--- config.mk ---
export PLATFORM = sky130hd
export DESIGN_NAME = axis_rr_pkt_arb
export DESIGN_NICKNAME = d
export VERILOG_FILES = /design/src/rtl/axis_arb_pkg.sv /design/src/rtl/axis_rr_pkt_arb_rr_pick.sv /design/src/rtl/axis_rr_pkt_arb.sv
export SDC_FILE = /design/constraint.sdc
export NUM_CORES = 1
export LEC_CHECK = 0
export CAP_MARGIN = 20
export CORE_MARGIN = 2
export CORE_UTILIZATION = 34
export CTS_CLUSTER_DIAMETER = 150
export DETAILED_ROUTE_END_ITERATION = 8
export PLACE_DENSITY = 0.76
export SYNTH_ARGS = -nofsm -noshare
export SYNTH_HDL_FRONTEND = slang
export SYNTH_SLANG_ARGS = --single-unit
--- constraint.sdc ---
create_clock -name aclk -period 2.4 [get_ports aclk]
set_clock_uncertainty 0.05 [all_clocks]
set_input_delay 0.48 -clock aclk [delete_from_list [all_inputs] [get_ports aclk]]
set_output_delay 0.48 -clock aclk [all_outputs]
set_load 0.05 [all_outputs]
--- src/rtl/axis_arb_pkg.sv ---
// Shared constants and helpers for the packet round-robin stream arbiter.
// State encoding stays as plain constants so older netlists keep matching.
package axis_arb_pkg;

    localparam logic [0:0] IDLE = 1'b0;
    localparam logic [0:0] XFER = 1'b1;

    // Ceiling log2, never below 1 so a grant index always has at least one bit.
    function automatic int clog2(input int value);
        int result;
        result = 1;
        for (int i = 1; i < 31; i++) begin
            if ((1 << i) < value) begin
                result = i + 1;
            end
        end
        return result;
    endfunction

endpackage

--- src/rtl/axis_rr_pkt_arb_rr_pick.sv ---
// Combinational round-robin picker: rotate the request vector so the port after
// last_grant sits at bit 0, take the lowest set bit, then rotate the index back.
module rr_pick
    import axis_arb_pkg::*;
#(
    parameter int NUM_PORTS = 4,
    localparam int GW = clog2(NUM_PORTS)
) (
    input  logic [NUM_PORTS-1:0] req,
    input  logic [GW-1:0]        last_grant,
    output logic [GW-1:0]        gnt_idx,
    output logic                 gnt_any
);

    int                   start_idx;
    int                   offset;
    logic [GW-1:0]        src_idx;
    logic [NUM_PORTS-1:0] rot_req;

    always_comb begin
        start_idx = (int'(last_grant) + 1) % NUM_PORTS;
        rot_req   = '0;
        src_idx   = '0;
        for (int i = 0; i < NUM_PORTS; i++) begin
            src_idx    = GW'((start_idx + i) % NUM_PORTS);
            rot_req[i] = req[src_idx];
        end
        // Scanning downward leaves the lowest set bit as the winner.
        offset = 0;
        for (int i = NUM_PORTS - 1; i >= 0; i--) begin
            if (rot_req[i]) begin
                offset = i;
            end
        end
        gnt_any = |rot_req;
        gnt_idx = GW'((start_idx + offset) % NUM_PORTS);
    end

endmodule

--- src/rtl/axis_rr_pkt_arb.sv ---
// Packet-granular round-robin arbiter merging NUM_PORTS AXI-Stream slaves onto
// one registered master port; a grant is held from first beat through tlast.
module axis_rr_pkt_arb
    import axis_arb_pkg::*;
#(
    parameter int NUM_PORTS = 4,
    parameter int DATA_W = 8,
    localparam int GW = clog2(NUM_PORTS)
) (
    input  logic                        aclk,
    input  logic                        areset,
    input  logic [NUM_PORTS-1:0]        s_axis_tvalid,
    output logic [NUM_PORTS-1:0]        s_axis_tready,
    input  logic [NUM_PORTS*DATA_W-1:0] s_axis_tdata,
    input  logic [NUM_PORTS-1:0]        s_axis_tlast,
    output logic                        m_axis_tvalid,
    input  logic                        m_axis_tready,
    output logic [DATA_W-1:0]           m_axis_tdata,
    output logic                        m_axis_tlast,
    input  logic [NUM_PORTS-1:0]        port_en,
    output logic [GW-1:0]               grant_id,
    output logic                        busy,
    output logic                        pkt_done
);

    logic [0:0]           state;
    logic [GW-1:0]        last_grant;
    logic [GW-1:0]        pick_idx;
    logic                 pick_any;
    logic [NUM_PORTS-1:0] req;
    logic                 out_valid;
    logic                 slave_ready;
    logic                 sel_valid;
    logic                 sel_last;
    logic [DATA_W-1:0]    sel_data;
    logic                 accept;

    // The enable mask only gates new arbitration; it is never looked at in XFER.
    assign req = s_axis_tvalid & port_en;

    rr_pick #(
        .NUM_PORTS (NUM_PORTS)
    ) u_rr_pick (
        .req        (req),
        .last_grant (last_grant),
        .gnt_idx    (pick_idx),
        .gnt_any    (pick_any)
    );

    assign sel_valid = s_axis_tvalid[grant_id];
    assign sel_last  = s_axis_tlast[grant_id];

    always_comb begin
        sel_data = '0;
        for (int i = 0; i < NUM_PORTS; i++) begin
            if (grant_id == GW'(i)) begin
                sel_data = s_axis_tdata[i*DATA_W +: DATA_W];
            end
        end
    end

    // A beat may enter whenever the output register is empty or draining now.
    assign slave_ready = !out_valid || m_axis_tready;
    assign accept      = (state == XFER) && sel_valid && slave_ready;
    assign pkt_done    = accept && sel_last;
    assign busy        = (state == XFER);
    assign m_axis_tvalid = out_valid;

    always_comb begin
        s_axis_tready = '0;
        if (state == XFER) begin
            s_axis_tready[grant_id] = slave_ready;
        end
    end

    always_ff @(posedge aclk or posedge areset) begin
        if (areset) begin
            state      <= IDLE;
            grant_id   <= '0;
            last_grant <= GW'(NUM_PORTS - 1);
        end else begin
            case (state)
                IDLE: begin
                    if (pick_any) begin
                        grant_id   <= pick_idx;
                        last_grant <= pick_idx;
                        state      <= XFER;
                    end
                end
                XFER: begin
                    if (pkt_done) begin
                        state <= IDLE;
                    end
                end
                default: state <= IDLE;
            endcase
        end
    end

    // Output register: a new beat wins over a simultaneous drain, so valid stays up.
    always_ff @(posedge aclk or posedge areset) begin
        if (areset) begin
            out_valid    <= 1'b0;
            m_axis_tdata <= '0;
            m_axis_tlast <= 1'b0;
        end else if (accept) begin
            out_valid    <= 1'b1;
            m_axis_tdata <= sel_data;
            m_axis_tlast <= sel_last;
        end else if (m_axis_tready) begin
            out_valid <= 1'b0;
        end
    end

endmodule
==> results by group, run 1 <==
Status
  • Status: complete, no violations

Timing
  • Worst Tran Pin Value: 0.583 ns
  • Max-slew violation count: 0
  • FMAX: 444 MHz
  • RSZ-0062 raised after global routing: false
  • Worst rel slew slack: 61.1%
  • Hold Fails Final Rpt: 0
  • Fin worst setup slack: 0.149 ns
  • Final period utilization: 93.8%
  • WHS: 0.446 ns
  • Tmin final: 2.25 ns
  • # setup viols final: 0

Power
  • Sequential share of power: 18.8%
  • Clk pwr share: 5.3%
  • Internal: 1.42 mW
  • Power per cell area: 1290 nW/um^2
  • Comb power frac: 75.8%
  • Net Sw Frac: 47.7%
  • Static Leak: 0.910 nW
  • Peak VDD IR: 0.000433 V
  • P_sw: 1.29 mW

Layout
  • Antenna fix cells: 0
  • # nets final: 235
  • Synthesis-to-layout area growth: 87.0%
  • Fin util: 67.9%
  • Layout cells sized above 1: 37.6%

Synth
  • Netlist Area Pre-Place: 1130 sq um
  • EDFF count, synth: 0
  • Synthesized area per cell: 11.1 sq um
  • Flops & latches, synth: 15
  • Yosys top cell area share: 28.9%
  • Sequential fraction of the synthesis area: 33.6%
  • YS warnings: 0
  • Asr flop ratio synth: 100%
  • Distinct cells, synth: 38
  • Cells after synthesis: 101
  • Synth Net Count: 149
  • Ranking of synthesized cells by area: dfrtp_1 (29%), mux4_2 (18%), mux2_2 (10%)
  • Post-synth top area cell: dfrtp_1
  • Top FF cell, synth: dfrtp_1

Route
  • Met2 WL: 1840 microns
  • Wire per inst: 16.4 microns
  • DR top layer: met4
  • Number of antenna-violating nets in the routed design: 0
  • Final wirelength: 3770 microns
  • DR pass1 iterations: 4
  • Vias: 1216
  • Number of DRC markers in iteration 0: 27
  • Wire length on met3: 345 microns
  • Via density per instance: 5.29
  • Post-route DRC: 0
  • WL met1: 1520 microns

Min path
  • Worst Hold Endpoint: m_axis_tlast
  • WHS Path Cells: 1
  • Hold Crit Class: reg -> reg
  • Worst Hold Launch: m_axis_tlast

Die
  • Die area: 3790 sq um
  • Initial core utilization: 36.3%
  • Core Footprint: 3100 sq um
  • # IOs: 65
  • Die Height: 61.6 microns
  • # rows: 20
  • Die width: 61.6 microns

Clocking
  • Clock Latency Late Sink: 0.29 ns
  • Clk buf depth: 2
  • Root Buffer: clkbuf_4
  • Clk slew on worst S/H paths: 0.09 ns
  • CTS Buf Count: 3
  • Clk sinks: 15
  • Post-CTS setup buffer count: 0
  • H-tree levels: 1
  • CTS tree: built

Place
  • HPWL after detailed placement: 2930 microns
  • Setup WS pre-CTS: -0.423 ns
  • PortBufs: 64
  • RD Place Congestion: 0.861

Worst setup path
  • CP Capture Type: primary output
  • R2R Path Start: last_grant[0]
  • Critical path class: in -> out
  • Critical path launch point type: input pin
  • CP Max Fanout: 4
  • Reg-to-reg slack, setup: 0.22 ns
  • CP Data Arrival Time: 1.72 ns
  • Critical Path RT: 1.87 ns
  • Worst Reg-to-Reg Cells: 8
  • RR Endpoint: last_grant[1]

Global route
  • Initial antenna violation count: 0
  • Vias in the first global route: 1246
  • GRT Overall Usage: 19.7%
  • First-pass GRT wire length: 5420 microns
  • Largest net degree at the start of global routing: 16
  • Total global routing overflow: 0

Run
  • Max_cap viols: 0
[Yosys cell counts (all sizes together) (3+ instances only)]
library cell,n
o21ai,4
and3,3
inv,4
a22o,3
mux4,10
nand3,3
buf,3
nand2,12
nor2,3
mux2,10
dfrtp,13
a21oi,5
[worst max-delay path, cell delays in order]
cell,delay (ns)
dlygate4sd2_1,0.27
buf_4,0.15
mux4_2,0.48
and3_4,0.18
buf_6,0.15
[state kept, by name (all words and copies together), names as in the netlist]
signal and flops:
last_grant 2, busy 1, grant_id 2, m_axis_tvalid 1, m_axis_tdata 8, m_axis_tlast 1
[routing by layer]
metal	vias to the layer above	global-route usage [%]
li1	568	-
met4	0	9.42
met5	-	0
met1	587	22.6
met3	7	3.99
met2	54	34.6
[power by group through the flow]
stage	clock (mW)	combinational, mW	sequential (mW)
detailed placement	0	1.99	0.508
floorplan	0	0.859	0.879
CTS	0.153	2.06	0.508
finish	0.145	2.06	0.511
global placement	0	1.94	0.503
global route	0.165	2.17	0.532
[worst max path at each step]
stage / slack, ns / to / from / cells after the start
6_report: 0.15 / pkt_done / s_axis_tvalid[1] / 5
5_1_grt: 0.06 / last_grant[1] / last_grant[0] / 8
3_5_place_dp: -0.42 / last_grant[1] / port_en[3] / 9
3_3_place_gp: -0.39 / last_grant[1] / s_axis_tvalid[3] / 9
2_1_floorplan: -0.18 / s_axis_tready[1] / grant_id[0] / 3
4_1_cts: 0.002 / pkt_done / s_axis_tvalid[0] / 5
[final cells by class]
| class | instances | area (sq um) |
|---|---|---|
| fillers | 247 | 997 |
| repair buffers | 85 | 856 |
| multi-input cells | 78 | 774 |
| flip-flops and latches | 15 | 378 |
| well taps | 44 | 55.1 |
| clock buffers | 3 | 22.5 |
| inverters | 4 | 15.0 |
| clock inverters | 1 | 5.00 |
[layout by cell type (no fill, tap or decap), drive strengths merged, types with 3 or more instances in the layout]
cell type / synthesis / routed
clkdlybuf4s50: 0 / 49
buf: 3 / 28
dfrtp: 13 / 13
nand2: 12 / 12
mux4: 10 / 10
mux2: 10 / 10
a21oi: 5 / 5
dlymetal6s2s: 0 / 5
inv: 4 / 4
o21ai: 4 / 4
nand3: 3 / 3
nor2: 3 / 3
clkbuf: 1 / 3
dlygate4sd2: 0 / 3
and3: 3 / 3
a22o: 3 / 3
[through the flow]
step           power, mW  area [sq um]  TNS [ns]  cells
2_1_floorplan       1.74          1140    -0.178    101
4_1_cts             2.72          2070         0    230
3_3_place_gp        2.45          2020     -1.14    226
3_5_place_dp        2.50          2020     -1.33    226
6_report            2.72          2110         0    230
5_1_grt             2.87          2110         0    230
[logic make-up (layout without fill, tap and decap cells)]
group | after synthesis | after routing | synth area share (%)
multiplexers | 20 | 20 | 30.3
XOR/XNOR | 1 | 1 | 0.778
AND/OR/NAND/NOR | 31 | 31 | 14.0
buffers and inverters | 8 | 93 | 2.89
adder cells (fa/ha/maj) | 1 | 1 | 1.11
AO/OA/AOI/OAI | 25 | 25 | 17.3
flip-flops | 15 | 15 | 33.6
[repair_timing]
item	in CTS	in global routing
gates resized for setup	11	12
hold buffers	0	0
pin swaps	2	6
setup endpoints to repair	2	3
(Power assumes the default switching activity.)
==> run 2: changes to the inputs <==
- clock period: 2.4 -> 2 ns (I/O delays scaled with it)
==> run 2 against run 1 <==
Compared with the run above: the run now ends with setup timing left; sequential cell count is the same; setup slack worse by 0.26 ns; die area did not move; first-iteration DRC count is 15% higher; combinational power increased by 32%; non-clock buffer count grew 6; critical path depth grew 2; via count rose by 1.2%; routed wire length grew 2.7%; sequential power up 20%; critical path type is now reg -> reg; largest power group unchanged.
==> results by group, run 2 (synthesis gave the netlist of run 1 again) <==
Status
  • Status: complete, but fails checks
  • Failing checks: setup timing

Worst setup path
  • CP Max Fanout: 8
  • CP Data Arrival Time: 2.27 ns
  • Critical Path RT: 2.15 ns
  • Critical path class: reg -> reg
  • CP Capture Type: flop
  • Critical path launch point type: flop

Layout
  • Antenna fix cells: 0
  • Filler instances: 244
  • Most common cell after layout, fill and taps aside: clkdlybuf4s50_1
  • Layout cells sized above 1: 44.8%
  • Commonest cells after routing, fill and taps aside: clkdlybuf4s50_1 (43), buf_4 (26), dfrtp_1 (11)
  • Max FFs per register: 8
  • Biggest regs: m_axis_tdata: 8 flops, grant_id: 2 flops, last_grant: 2 flops
  • Synthesis-to-layout area growth: 96.7%
  • Biggest register: m_axis_tdata
  • # nets final: 241
  • Finished Layout Cells: 236

Place
  • Placed Instances: 227
  • RD Place Congestion: 0.887
  • Setup WS pre-CTS: -0.672 ns
  • PortBufs: 64
  • HPWL after detailed placement: 3120 microns

Die
  • # IOs: 65
  • Initial core utilization: 36.3%
  • Die Height: 61.6 microns
  • Core Footprint: 3100 sq um
  • # rows: 20
  • Die area: 3790 sq um
  • Die width: 61.6 microns

Timing
  • Final period utilization: 106%
  • # setup viols final: 1
  • FMAX: 473 MHz
  • Tmin final: 2.11 ns
  • Worst rel slew slack: 63.0%
  • Fin worst setup slack: -0.112 ns
  • RSZ-0062 raised after global routing: true
  • Max-slew violation count: 0
  • Worst Tran Pin Value: 0.554 ns
  • Hold Fails Final Rpt: 0
  • TNS Setup: -0.112 ns
  • WHS: 0.412 ns

Route
  • Final wirelength: 3870 microns
  • Via density per instance: 5.22
  • Post-route DRC: 0
  • Vias: 1231
  • Number of antenna-violating nets in the routed design: 0
  • Number of DRC markers in iteration 0: 31
  • DR pass1 iterations: 4
  • Wire per inst: 16.4 microns

Power
  • Power per cell area: 1580 nW/um^2
  • Sequential share of power: 17.5%
  • P_sw: 1.64 mW
  • Clk pwr share: 4.9%
  • Net Sw Frac: 46.9%
  • Peak VDD IR: 0.000755 V
  • Static Leak: 0.943 nW
  • Comb power frac: 77.6%
  • Internal: 1.86 mW
  • Total power: 3.51 mW

Global route
  • GRT Overall Usage: 21.3%
  • Largest net degree at the start of global routing: 16
  • Vias in the first global route: 1317
  • Initial antenna violation count: 0
  • Total global routing overflow: 0
  • First-pass GRT wire length: 5920 microns

Clocking
  • CTS Buf Count: 3
  • Clock Latency Late Sink: 0.28 ns
  • CTS tree: built
  • Clk slew on worst S/H paths: 0.09 ns
  • Clk buf depth: 2
  • Root Buffer: clkbuf_4
  • H-tree levels: 1
  • Clk sinks: 15

Run
  • Max_cap viols: 0

Min path
  • Hold Crit Class: in -> async
-- run 2: cell count changes in the layout (fill, tap and decap cells not counted), sizes merged --
cell | previous run | this run
clkdlybuf4s15 | 0 | 4
clkinv | 1 | 0
clkbuf | 3 | 4
dlymetal6s2s | 5 | 3
dlygate4sd2 | 3 | 6
buf | 28 | 35
clkdlybuf4s50 | 49 | 43
-- run 2: per-stage QoR --
step / utilization [%] / cell area, sq um
after floorplan: - / 1190
after global placement: 66.9 / 2070
after detailed placement: 66.9 / 2070
after CTS: 69.4 / 2150
after global routing: 71.4 / 2210
final: 71.4 / 2210
-- run 2: path summary, 6_finish.rpt --
path                            startpoint              end  slack [ns]  cells past startpoint
setup / recovery             last_grant[0]    last_grant[1]       -0.11                      7
hold / removal                      areset  m_axis_tdata[6]        0.41                      2
setup reg to reg             last_grant[0]    last_grant[1]       -0.11                      7
hold reg to reg            m_axis_tdata[3]  m_axis_tdata[3]        0.47                      1
max in group asynchronous           areset      grant_id[1]        1.09                      2
min in group aclk          m_axis_tdata[3]  m_axis_tdata[3]        0.47                      1
-- run 2: cell type report --
cell class | instances | area [sq um] | area share, %
well taps | 44 | 55.1 | 2.49
inverters | 4 | 15.0 | 0.678
multi-input cells | 78 | 823 | 37.2
clock buffers | 4 | 26.3 | 1.19
flip-flops and latches | 15 | 380 | 17.2
repair buffers | 91 | 915 | 41.3
-- run 2: power by group through the flow --
| stage | Sequential, mW | Clock, mW | Combinational, mW |
|---|---|---|---|
| floorplan | 1.06 | 0 | 1.15 |
| global placement | 0.591 | 0 | 2.47 |
| detailed placement | 0.604 | 0 | 2.52 |
| CTS | 0.607 | 0.179 | 2.63 |
| global route | 0.639 | 0.189 | 2.88 |
| finish | 0.615 | 0.171 | 2.72 |
-- run 2: routing by layer --
layer	GRT usage [%]	routed length, microns
met1	23.0	1430
met2	39.1	2010
met3	4.41	354
met4	10.3	78
met5	0	0
-- run 2: worst max-delay path, stage by stage, from the launching register on --
cell and delay, ns:
dfstp_2 0.59, buf_4 0.19, nand4_1 0.09, o211ai_1 0.12
ha_2 0.26, xor2_4 0.10, o211a_1 0.12, or4_4 0.52
-- run 2: timing repair --
item	in CTS	in global routing
pin swaps	5	8
resized for setup	27	11
hold buffers	0	0
setup endpoints to repair	14	6
hold endpoints to repair	0	0
setup buffers	2	3
